File: src/rtl/xtor_core_arbiter.sv
// Round-robin arbiter that time-shares one XtorCore increment datapath among NUM_REQ requesters.
// Latency: accept at T, core_valid at T+1, rsp_valid at T+3; one transaction in flight, 4 cycles minimum.
// Backpressure: no grant while busy or while core_ready=0; the response is held until rsp_ready.
// Optional feature: define XTOR_ARB_STATS_EN to add per-requester saturating grant counters (stat_grants).
module xtor_core_arbiter #(
  parameter int NUM_REQ = 4,
  parameter int DATA_W  = 32,
  localparam int ID_W   = $clog2(NUM_REQ)
) (
  input  logic                      clock,
  input  logic                      reset,
  input  logic [NUM_REQ-1:0]        req_valid,
  output logic [NUM_REQ-1:0]        req_ready,
  input  logic [NUM_REQ*DATA_W-1:0] req_data,
  output logic                      rsp_valid,
  input  logic                      rsp_ready,
  output logic [ID_W-1:0]           rsp_id,
  output logic [DATA_W-1:0]         rsp_data,
  output logic                      rsp_err,
  input  logic                      core_ready,
  output logic                      core_valid,
  output logic [DATA_W-1:0]         core_data_i,
  input  logic [DATA_W-1:0]         core_data_o
`ifdef XTOR_ARB_STATS_EN
  ,
  output logic [NUM_REQ*16-1:0]     stat_grants
`endif
);

  typedef enum logic [1:0] {
    S_IDLE,
    S_ISSUE,
    S_CAPTURE,
    S_RESP
  } state_t;

  state_t          state;
  state_t          state_nxt;
  logic [ID_W-1:0] rr_ptr;
  logic [ID_W-1:0] gnt_id;
  logic [ID_W-1:0] pick;
  logic [ID_W-1:0] cand;
  logic [ID_W:0]   sum;
  logic            pick_found;
  logic            grant;
  logic            abort;

  // Round-robin search: first valid requester after rr_ptr, wrapping modulo NUM_REQ.
  always_comb begin
    pick       = '0;
    pick_found = 1'b0;
    sum        = '0;
    cand       = '0;
    for (int off = 1; off <= NUM_REQ; off++) begin
      sum = {1'b0, rr_ptr} + (ID_W+1)'(off);
      if (sum >= (ID_W+1)'(NUM_REQ)) begin
        sum = sum - (ID_W+1)'(NUM_REQ);
      end
      cand = sum[ID_W-1:0];
      if (!pick_found && req_valid[cand]) begin
        pick_found = 1'b1;
        pick       = cand;
      end
    end
  end

  // Grant only from IDLE with the core ready; reset masks the combinational accept.
  always_comb begin
    grant     = (state == S_IDLE) && core_ready && pick_found && !reset;
    abort     = ((state == S_ISSUE) || (state == S_CAPTURE)) && !core_ready;
    req_ready = '0;
    for (int i = 0; i < NUM_REQ; i++) begin
      req_ready[i] = grant && (pick == ID_W'(i));
    end
  end

  // Next-state logic; losing core_ready mid-transaction jumps straight to an error response.
  always_comb begin
    state_nxt = state;
    case (state)
      S_IDLE:    if (grant) state_nxt = S_ISSUE;
      S_ISSUE:   state_nxt = core_ready ? S_CAPTURE : S_RESP;
      S_CAPTURE: state_nxt = S_RESP;
      S_RESP:    if (rsp_ready) state_nxt = S_IDLE;
      default:   state_nxt = S_IDLE;
    endcase
  end

  // State register.
  always_ff @(posedge clock) begin
    if (reset) begin
      state <= S_IDLE;
    end else begin
      state <= state_nxt;
    end
  end

  // Datapath: latch the granted request, drive the core for one cycle, capture and hold the response.
  always_ff @(posedge clock) begin
    if (reset) begin
      rr_ptr      <= ID_W'(NUM_REQ - 1);
      gnt_id      <= '0;
      core_valid  <= 1'b0;
      core_data_i <= '0;
      rsp_valid   <= 1'b0;
      rsp_id      <= '0;
      rsp_data    <= '0;
      rsp_err     <= 1'b0;
    end else begin
      core_valid <= grant;
      if (grant) begin
        core_data_i <= req_data[pick*DATA_W +: DATA_W];
        gnt_id      <= pick;
        rr_ptr      <= pick;
      end
      if ((state == S_CAPTURE) || abort) begin
        rsp_valid <= 1'b1;
        rsp_id    <= gnt_id;
        rsp_err   <= abort;
        rsp_data  <= abort ? '0 : core_data_o;
      end else if ((state == S_RESP) && rsp_ready) begin
        rsp_valid <= 1'b0;
      end
    end
  end

`ifdef XTOR_ARB_STATS_EN
  logic [15:0] grant_cnt [NUM_REQ];

  // Per-requester grant counters, saturating; aborted grants still count.
  always_ff @(posedge clock) begin
    if (reset) begin
      for (int i = 0; i < NUM_REQ; i++) begin
        grant_cnt[i] <= '0;
      end
    end else begin
      for (int i = 0; i < NUM_REQ; i++) begin
        if (grant && (pick == ID_W'(i)) && (grant_cnt[i] != 16'hFFFF)) begin
          grant_cnt[i] <= grant_cnt[i] + 16'd1;
        end
      end
    end
  end

  // Flatten the counters onto the stats port.
  always_comb begin
    stat_grants = '0;
    for (int i = 0; i < NUM_REQ; i++) begin
      stat_grants[i*16 +: 16] = grant_cnt[i];
    end
  end
`endif

endmodule

File: config.mk
export PLATFORM = sky130hd
export DESIGN_NAME = xtor_core_arbiter
export DESIGN_NICKNAME = d
export VERILOG_FILES = /design/src/rtl/xtor_core_arbiter.sv
export SDC_FILE = /design/constraint.sdc
export NUM_CORES = 1
export LEC_CHECK = 0
export ABC_AREA = 1
export ABC_CLOCK_PERIOD_IN_PS = 6050
export CAP_MARGIN = 40
export CORE_ASPECT_RATIO = 0.6
export CORE_UTILIZATION = 28
export CTS_CLUSTER_DIAMETER = 100
export CTS_CLUSTER_SIZE = 28
export DETAILED_ROUTE_END_ITERATION = 10
export SETUP_SLACK_MARGIN = 0.05
export SLEW_MARGIN = 20
export SYNTH_ARGS = -nofsm -noshare
export SYNTH_HDL_FRONTEND = slang
export SYNTH_SLANG_ARGS = --single-unit
File: constraint.sdc
create_clock -name clock -period 6.05 [get_ports clock]
set_input_delay 1.21 -clock clock [delete_from_list [all_inputs] [get_ports clock]]
set_output_delay 1.21 -clock clock [all_outputs]
set_load 0.02 [all_outputs]
# --- Word-level counts from Yosys, hierarchy flattened ---
# Index checks and enable logic that the tools add are counted.
totals:
  register_bits: 75
  in_bits: 168
  out_inout_bits: 73
  wordCells: 84
classes:
  n_addsub: 8
  magnitude_cmp: 8
  n_eq_ne: 8
  n_shift: 1
  n_mux: 27
  n_reduce_logical: 23
ops:
  columns: ["cell", "n"]
  rows:
  - ["$shiftx A128 B8 Y32", 1]
  - ["$mux W32", 1]
  - ["$mux W2", 10]
  - ["$ge A3 B3 Y1 const B", 4]
  - ["$logic_and A1 B1 Y1", 12]
  - ["$lt A2 B3 Y1 const B", 4]
  - ["$mux W1", 11]
  - ["$bmux W1 S2", 4]
  - ["$eq A2 B2 Y1 const B", 4]
  - ["$pmux W2 S4", 1]
  - ["$sub A2 B1 Y2 const B", 4]
  - ["$add A2 B2 Y3 const B", 2]
  - ["$logic_not A1 Y1", 5]
  - ["$eq A2 B1 Y1 const B", 2]
  - ["$logic_not A2 Y1", 2]
  - ["$ne A2 B2 Y1 const B", 2]
  - ["$add A2 B1 Y3 const B", 1]
  - ["$add A2 B3 Y3 const B", 1]
  - ["$logic_or A1 B1 Y1", 2]
  - ["$reduce_and A2 Y1", 1]
  - ["$reduce_bool A2 Y1", 1]

# --- Logic depth before layout (Yosys ltp) ---
# Gate-level depths: netlist (run 1).
depth:
  ltp_word: 19
  mapped_depth: 17
  depth_no_buf: 15

# --- Least setup slack after synthesis (run 1) ---
# OpenSTA, ideal clock, no wires.
synth_path:
  path_type: "input port to output port"
  from: "input port req_valid[3]"
  to: "output port req_ready[0]"
  t_arrival_ns: 2.535
  required_ns: 4.840
  setup_slack_ns: 2.305
  cell_stages: 11
  n_path_buf: 0
  path_cell_list: "inv_1 -> nand2_1 -> nand3_1 -> nand2_1 -> nor2_4 -> nand3_1 -> nand2_1 -> nand2_4 -> nor2_2 -> inv_1 -> nor2_1"
synth_via:
  elab_chain_cells: 15
  word_cells_on_any_way: 26
  cone_classes: "mux (16); reduce/logical (10)"
synth_rtl:
  columns: ["item", "line_no", "source"]
  rows:
  - ["from (decl)", "12", "input logic [NUM_REQ-1:0] req_valid,"]
  - ["$bmux W1 S2", "60", "if (!pick_found && req_valid[cand]) begin"]
  - ["$mux W1 (not written as such)", "60", null]
  - ["$mux W1", "60", null]
  - ["$logic_not A1 Y1", "60", null]
  - ["$logic_and A1 B1 Y1", "60", null]
  - ["$mux W1", "60", null]
  - ["$logic_not A1 Y1", "60", null]
  - ["$logic_and A1 B1 Y1", "60", null]
  - ["$mux W1", "60", null]
  - ["$logic_not A1 Y1", "60", null]
  - ["$logic_and A1 B1 Y1", "60", null]
  - ["$mux W1", "60", null]
  - ["$logic_and A1 B1 Y1 (2 in series)", "69", "grant = (state == S_IDLE) && core_ready && pick_found && !reset;"]
  - ["$logic_and A1 B1 Y1 (*)", "73", "req_ready[i] = grant && (pick == ID_W'(i));"]
  - ["to (decl)", "13", "output logic [NUM_REQ-1:0] req_ready,"]
# Mark *: on every way between the ends. The rest lies on a longest branch, timed or not. The select of a mux whose other input is x is not followed.

# --- Worst setup path in the final report (run 1) ---
# Same ends and word-level chain as after synthesis.

==> flow_summary.toml, run 1 <==
[critical_path]
worstReg2RegEnd = "core_data_i[28]$_SDFFE_PP0P_"
critPathLaunchType = "input pin"
required_ns = 4.84
crit_type = "input pin to output port"
cp_cell_sequence = "clkdlybuf4s50_1, inv_1, nand2_1, nand3_1, nand2_1, nor2_4, nand3_1, nand2_1, nand2_4, nor2_2, inv_1, nor2_1, clkdlybuf4s50_1"
reg2reg_depth = 14
r2r_slack_ns = 3.40
critPathArrivalTime_ns = 3.90
end_kind = "output port"
cpMostUsedCell = "nand2_1"
reg2reg_from = "rr_ptr[0]$_SDFFE_PP1P_"
cp_slowest_cell = "clkdlybuf4s50_1"
crit_path_max_fanout = 28
critPathMaxStageDelay_ns = 0.61

[pwr]
intPower_mw = 1.82
p_per_area_nw_per_um2 = 530
clkPwrFrac = 0.139
swShare = 0.513
total_power_mw = 3.73
pwr-share-seq = 0.206
power.switching_mw = 1.91
peakVddDrop_v = 0.000226
power_leakage_nw = 3.04
combPwrFrac = 0.656

[cts]
cts_resized = 0
cts-root-buf = "clkbuf_16"
cts_buffers = 9
hold_buffers = 0
cts_sinks = 75
h-tree-depth = 3
clk-insertion-delay-late_ns = 0.33
path_clk_slew_ns = 0.06
post-cts-setup-buffers = 0
cts_tree = "done"
clockBufferDepth = 2

[synthesis]
synth_warnings = 0
synth_top_area_share = 0.353
synthDistinctLibCells = 27
synth.area.top_cells = "dfxtp_1 35%, nand2_1 22%, nand3_1 10%"
synth-seq-cells = 75
netlist_instances = 672
yosysSeqAreaShare = 0.353
synth_top_area_cell = "dfxtp_1"
synth_common_cells = "248 x nand2_1, 88 x nand3_1, 75 x dfxtp_1"
synth.most_common_cell = "nand2_1"
synth_edf_count = 0
async_flop_share = 0
syn-cell-area_um2 = 4250
syn_nets = 845
synth-main-ff-cell = "dfxtp_1"
syn_area_per_cell_um2 = 6.32

[floorplan]
row_count = 34
core-area_um2 = 14600
dieWidth_um = 161
pin_count = 241
die_h_um = 97.4
die-area_um2 = 15700
initial_core_util = 0.290

[sta]
fin_crit_ns = 5.11
setup-violations-final = 0
worst_pin_slew_ns = 0.679
skew_ns = 0.00508
finalHoldViolations = 0
report.final.slew_viol_count = 0
rsz0062_at_grt = "false"
period_share = 0.845
slew-limit-headroom = 0.547
fmax_ghz = 0.196
tns_ns = 0

[global_routing]
antenna_found_initial = 1
groute.usage.overall = 0.209
overflow = 0
grt_pass1_wl_um = 26000
grt_pass1_vias = 4789
grt_max_degree = 55

[cells_and_area]
finalInstanceArea_um2 = 7040
multi_input_area_um2 = 2280
nets = 1060
fillers = 1518
layout.cells.non_filler = 1091
drive_gt1_frac = 0.0527
synthToLayoutAreaGrowth_pct = 65.6
regArea_um2 = 1500

[drt]
wl_per_cell_um = 14.8
drc = 0
ant_nets = 0
first_iter_violations = 306
vias = 4958
drt_first_pass_iters = 4
vias_per_cell = 4.54
routed_wl_um = 16100

[hold_path]
hold_start = "core_data_i[7]$_SDFFE_PP0P_"
hold_end = "core_data_i[7]$_SDFFE_PP0P_"
holdPathStages = 2
hold_path_class = "flip-flop to flip-flop"

[placement]
postPlaceCellArea_um2 = 6750
hpwl_um = 11500
gp_congestion = 0.802
dp_cells = 1074
port_buffers = 240

[flow_run]
maxCapViolations = 0

[status]
status = "completed"
==> layout by cell type (no fill, tap or decap), drive strengths merged <==
| cell | instances |
|---|---|
| a21boi | 1 |
| a21oi | 39 |
| a22oi | 1 |
| buf | 7 |
| clkbuf | 9 |
| clkdlybuf4s50 | 240 |
| clkinvlp | 3 |
| dfxtp | 75 |
| diode | 1 |
| ha | 5 |
| inv | 71 |
| nand2 | 252 |
| nand3 | 92 |
| nand4 | 51 |
| nor2 | 27 |
| o21ai | 3 |
| o22ai | 2 |
| or2 | 14 |
==> critical path: cells and delay by family <==
family | cells | cell delay, ns
and+or+nand+nor | 9 | 1.51
buffers and inverters | 4 | 1.17
==> sequential cells by signal, summed over array words and instances (netlist names), 2 cells and up <==
name	count
core_data_i	32
rsp_id	2
rsp_data	32
gnt_id	2
rr_ptr	2
state	2
==> power by group through the flow <==
stage	clock (mW)	sequential (mW)	combinational (mW)
floorplan	0	0.929	1.54
global placement	0	0.770	2.45
detailed placement	0	0.770	2.46
CTS	0.534	0.765	2.47
global route	0.556	0.788	2.72
finish	0.517	0.767	2.45
==> per-layer routing <==
layer	track usage	up-vias	part of all wire
met5	0	-	0
met4	0.0348	0	0.0050
met3	0.0815	7	0.10
met2	0.290	172	0.39
met1	0.303	2184	0.51
li1	-	2595	-
==> worst max path at each step <==
| stage | slack [ns] | cells past startpoint | start | endpoint |
|---|---|---|---|---|
| after floorplan | 2.30 | 11 | req_valid[3] | req_ready[0] |
| after global placement | 0.94 | 13 | req_valid[3] | req_ready[0] |
| after detailed placement | 0.93 | 13 | req_valid[3] | req_ready[0] |
| after CTS | 0.92 | 13 | req_valid[3] | req_ready[0] |
| after global routing | 0.68 | 13 | req_valid[3] | req_ready[1] |
| final | 0.94 | 13 | req_valid[3] | req_ready[0] |
==> final cells by class <==
type | count | share of cell area
Clock inverter | 7 | 0.00853
Timing Repair Buffer | 247 | 0.350
Multi-Input combinational cell | 487 | 0.325
Clock buffer | 9 | 0.0320
Inverter | 67 | 0.0361
Sequential cell | 75 | 0.213
Antenna cell | 1 | 0.000356
Tap cell | 198 | 0.0352
==> per-stage QoR <==
step | setup slack (ns) | hold WS, ns | utilization
after floorplan | 2.30 | 0.424 | -
after global placement | 0.937 | 0.439 | 0.460
after detailed placement | 0.927 | 0.442 | 0.461
after CTS | 0.915 | 0.453 | 0.481
after global routing | 0.680 | 0.477 | 0.481
final | 0.938 | 0.450 | 0.481
==> cells by family (layout without fill, tap and decap cells) <==
| group | after synthesis | in the layout | synth area share |
|---|---|---|---|
| AO/OA/AOI/OAI | 46 | 46 | 0.0559 |
| flip-flops | 75 | 75 | 0.353 |
| buffers and inverters | 110 | 330 | 0.111 |
| adder cells (fa/ha/maj) | 5 | 5 | 0.0147 |
| other | 0 | 1 | 0 |
| AND/OR/NAND/NOR | 436 | 436 | 0.465 |
(Power assumes the default switching activity.)
==> run 2, diff against run 1 <==
Settings changed: ABC_CLOCK_PERIOD_IN_PS 6050 to 4650.
Clock period 6.05 ns to 4.65 ns, I/O delays scaled along.
==> run 2 against run 1 <==
  * Combinational power increased by 31%
  * Worst hold slack about the same
  * Register-to-register slack got worse by 1.3 ns
  * Via count increased by 0.20%
  * Global-route usage decreased by 0.45 points
  * Core utilization increased by 0.39 points
  * First-iteration DRC count decreased by 31%
  * Sequential power increased by 29%
  * Routed wire length decreased by 1.5%
  * Critical path type unchanged
  * Critical endpoint is now req_ready[3]
  * Highest routed layer unchanged
==> flow_summary.toml, run 2 (synthesis results as in run 1) <==
[status]
status = "completed"

[cts]
cts_resized = 0
path_clk_slew_ns = 0.06
h-tree-depth = 3
post-cts-setup-buffers = 0
hold_buffers = 0
clk-insertion-delay-late_ns = 0.33
cts_buffers = 9
clockBufferDepth = 2
cts_sinks = 75
cts-root-buf = "clkbuf_16"
cts_tree = "done"

[drt]
drt_first_pass_iters = 5
vias = 4968
routed_wl_um = 15900
ant_nets = 0
wl_per_cell_um = 14.5
first_iter_violations = 212
vias_per_cell = 4.54
drc = 0

[pwr]
intPower_mw = 2.46
clkPwrFrac = 0.147
combPwrFrac = 0.652
power_leakage_nw = 3.08
peakVddDrop_v = 0.000486
total_power_mw = 4.92
swShare = 0.501
p_per_area_nw_per_um2 = 693
power.switching_mw = 2.46
pwr-share-seq = 0.201

[critical_path]
cp_slowest_cell = "clkdlybuf4s50_1"
reg2reg_depth = 15
required_ns = 3.72
r2r_slack_ns = 2.06
cp_cell_sequence = "clkdlybuf4s50_1, nand2_1, nand2_1, nand2_1, nand2_1, inv_1, nand3_4, nand3_2, nor2_4, nand2_2, nor2_1, clkdlybuf4s50_1"
end_kind = "output port"
worstSetupEndpoint = "req_ready[3]"
critPathLaunchType = "input pin"
cpMostUsedCell = "nand2_1"
critPathMaxStageDelay_ns = 0.61
crit_path_max_fanout = 10
critPathArrivalTime_ns = 3.09
reg2reg_from = "rr_ptr[0]$_SDFFE_PP1P_"
worstReg2RegEnd = "core_data_i[28]$_SDFFE_PP0P_"
crit_type = "input pin to output port"
startpoint = "req_valid[0]"

[sta]
rsz0062_at_grt = "false"
fmax_ghz = 0.248
fin_crit_ns = 4.02
slew-limit-headroom = 0.535
tns_ns = 0
period_share = 0.865
setup-violations-final = 0
finalHoldViolations = 0
report.final.slew_viol_count = 0
worst_pin_slew_ns = 0.697
skew_ns = 0.0105
finalWorstSetupSlack_ns = 0.626

[placement]
port_buffers = 240
dpl_worst_slack_ns = 0.628
gp_congestion = 0.813
hpwl_um = 11400

[floorplan]
dieWidth_um = 161
pin_count = 241
core-area_um2 = 14600
die_h_um = 97.4
die-area_um2 = 15700
row_count = 34
initial_core_util = 0.290

[global_routing]
antenna_found_initial = 1
groute.usage.overall = 0.205
grt_max_degree = 54
overflow = 0
grt_pass1_wl_um = 25700
grt_pass1_vias = 4841

[cells_and_area]
synthToLayoutAreaGrowth_pct = 67.0
regArea_um2 = 1500
final_cell_mix = "248 x nand2_1, 240 x clkdlybuf4s50_1, 88 x nand3_1"
multi_input_area_um2 = 2280
layout_commonest_cell = "nand2_1"
nets = 1064
reg_top3 = "core_data_i (32), rsp_data (32)"
drive_gt1_frac = 0.0558
fillers = 1526

[hold_path]
hold_path_class = "flip-flop to flip-flop"

[flow_run]
maxCapViolations = 0
[run 2: changes by cell type in the layout (fill, tap and decap cells not counted)]
| cell | before | now |
|---|---|---|
| buf_8 | 1 | 2 |
| bufinv_16 | 0 | 1 |
| buf_4 | 6 | 9 |
| nand2_2 | 4 | 3 |
| clkinvlp_4 | 3 | 2 |
| nand2_1 | 247 | 248 |
[run 2: final cells by class]
cell class              count  share of cell area
diodes                      1            0.000353
clock buffers               9              0.0317
clock inverters             7              0.0116
inverters                  67              0.0358
multi-input cells         487               0.322
flip-flops and latches     75               0.212
well taps                 198              0.0349
repair buffers            251               0.352
[run 2: through the flow]
stage | hold WS [ns] | std cells | area (µm²) | utilization
2_1_floorplan | 0.424 | 672 | 4250 | -
3_3_place_gp | 0.438 | 1076 | 6760 | 0.462
3_5_place_dp | 0.441 | 1078 | 6790 | 0.464
4_1_cts | 0.454 | 1094 | 7090 | 0.485
5_1_grt | 0.461 | 1094 | 7090 | 0.485
6_report | 0.450 | 1095 | 7100 | 0.485
[run 2: worst max-delay path, delay by kind of cell]
family | cells | cell delay [ns]
buf+inv | 3 | 1.20
simple gates | 9 | 0.95
[run 2: how the worst min path moves through the flow]
stage / cells past startpoint / endpoint / startpoint / slack (ns)
CTS: 2 / core_data_i[3]$_SDFFE_PP0P_ / core_data_i[3]$_SDFFE_PP0P_ / 0.45
global route: 2 / core_data_i[24]$_SDFFE_PP0P_ / core_data_i[24]$_SDFFE_PP0P_ / 0.46
detailed placement: 2 / core_data_i[23]$_SDFFE_PP0P_ / core_data_i[23]$_SDFFE_PP0P_ / 0.44
floorplan: 2 / rsp_id[1]$_SDFFE_PP0P_ / gnt_id[1]$_SDFFE_PP0P_ / 0.42
global placement: 2 / core_data_i[17]$_SDFFE_PP0P_ / core_data_i[17]$_SDFFE_PP0P_ / 0.44
finish: 2 / core_data_i[6]$_SDFFE_PP0P_ / core_data_i[6]$_SDFFE_PP0P_ / 0.45
[run 2: per-layer routing]
metal	vias to the layer above	track usage	wire length, µm	share of wire
met5	-	0	0	0
met4	0	0.0305	55	0.0035
met3	4	0.0760	1450	0.091
met2	164	0.307	6410	0.40
met1	2190	0.282	7960	0.50
li1	2610	-	-	-
[run 2: power groups by stage]
stage          clock network [mW]  registers, mW  logic, mW
2_1_floorplan                   0           1.21       2.00
3_3_place_gp                    0          0.998       3.23
3_5_place_dp                    0          0.995       3.24
4_1_cts                     0.754          0.987       3.25
5_1_grt                     0.780           1.02       3.59
6_report                    0.725          0.988       3.21
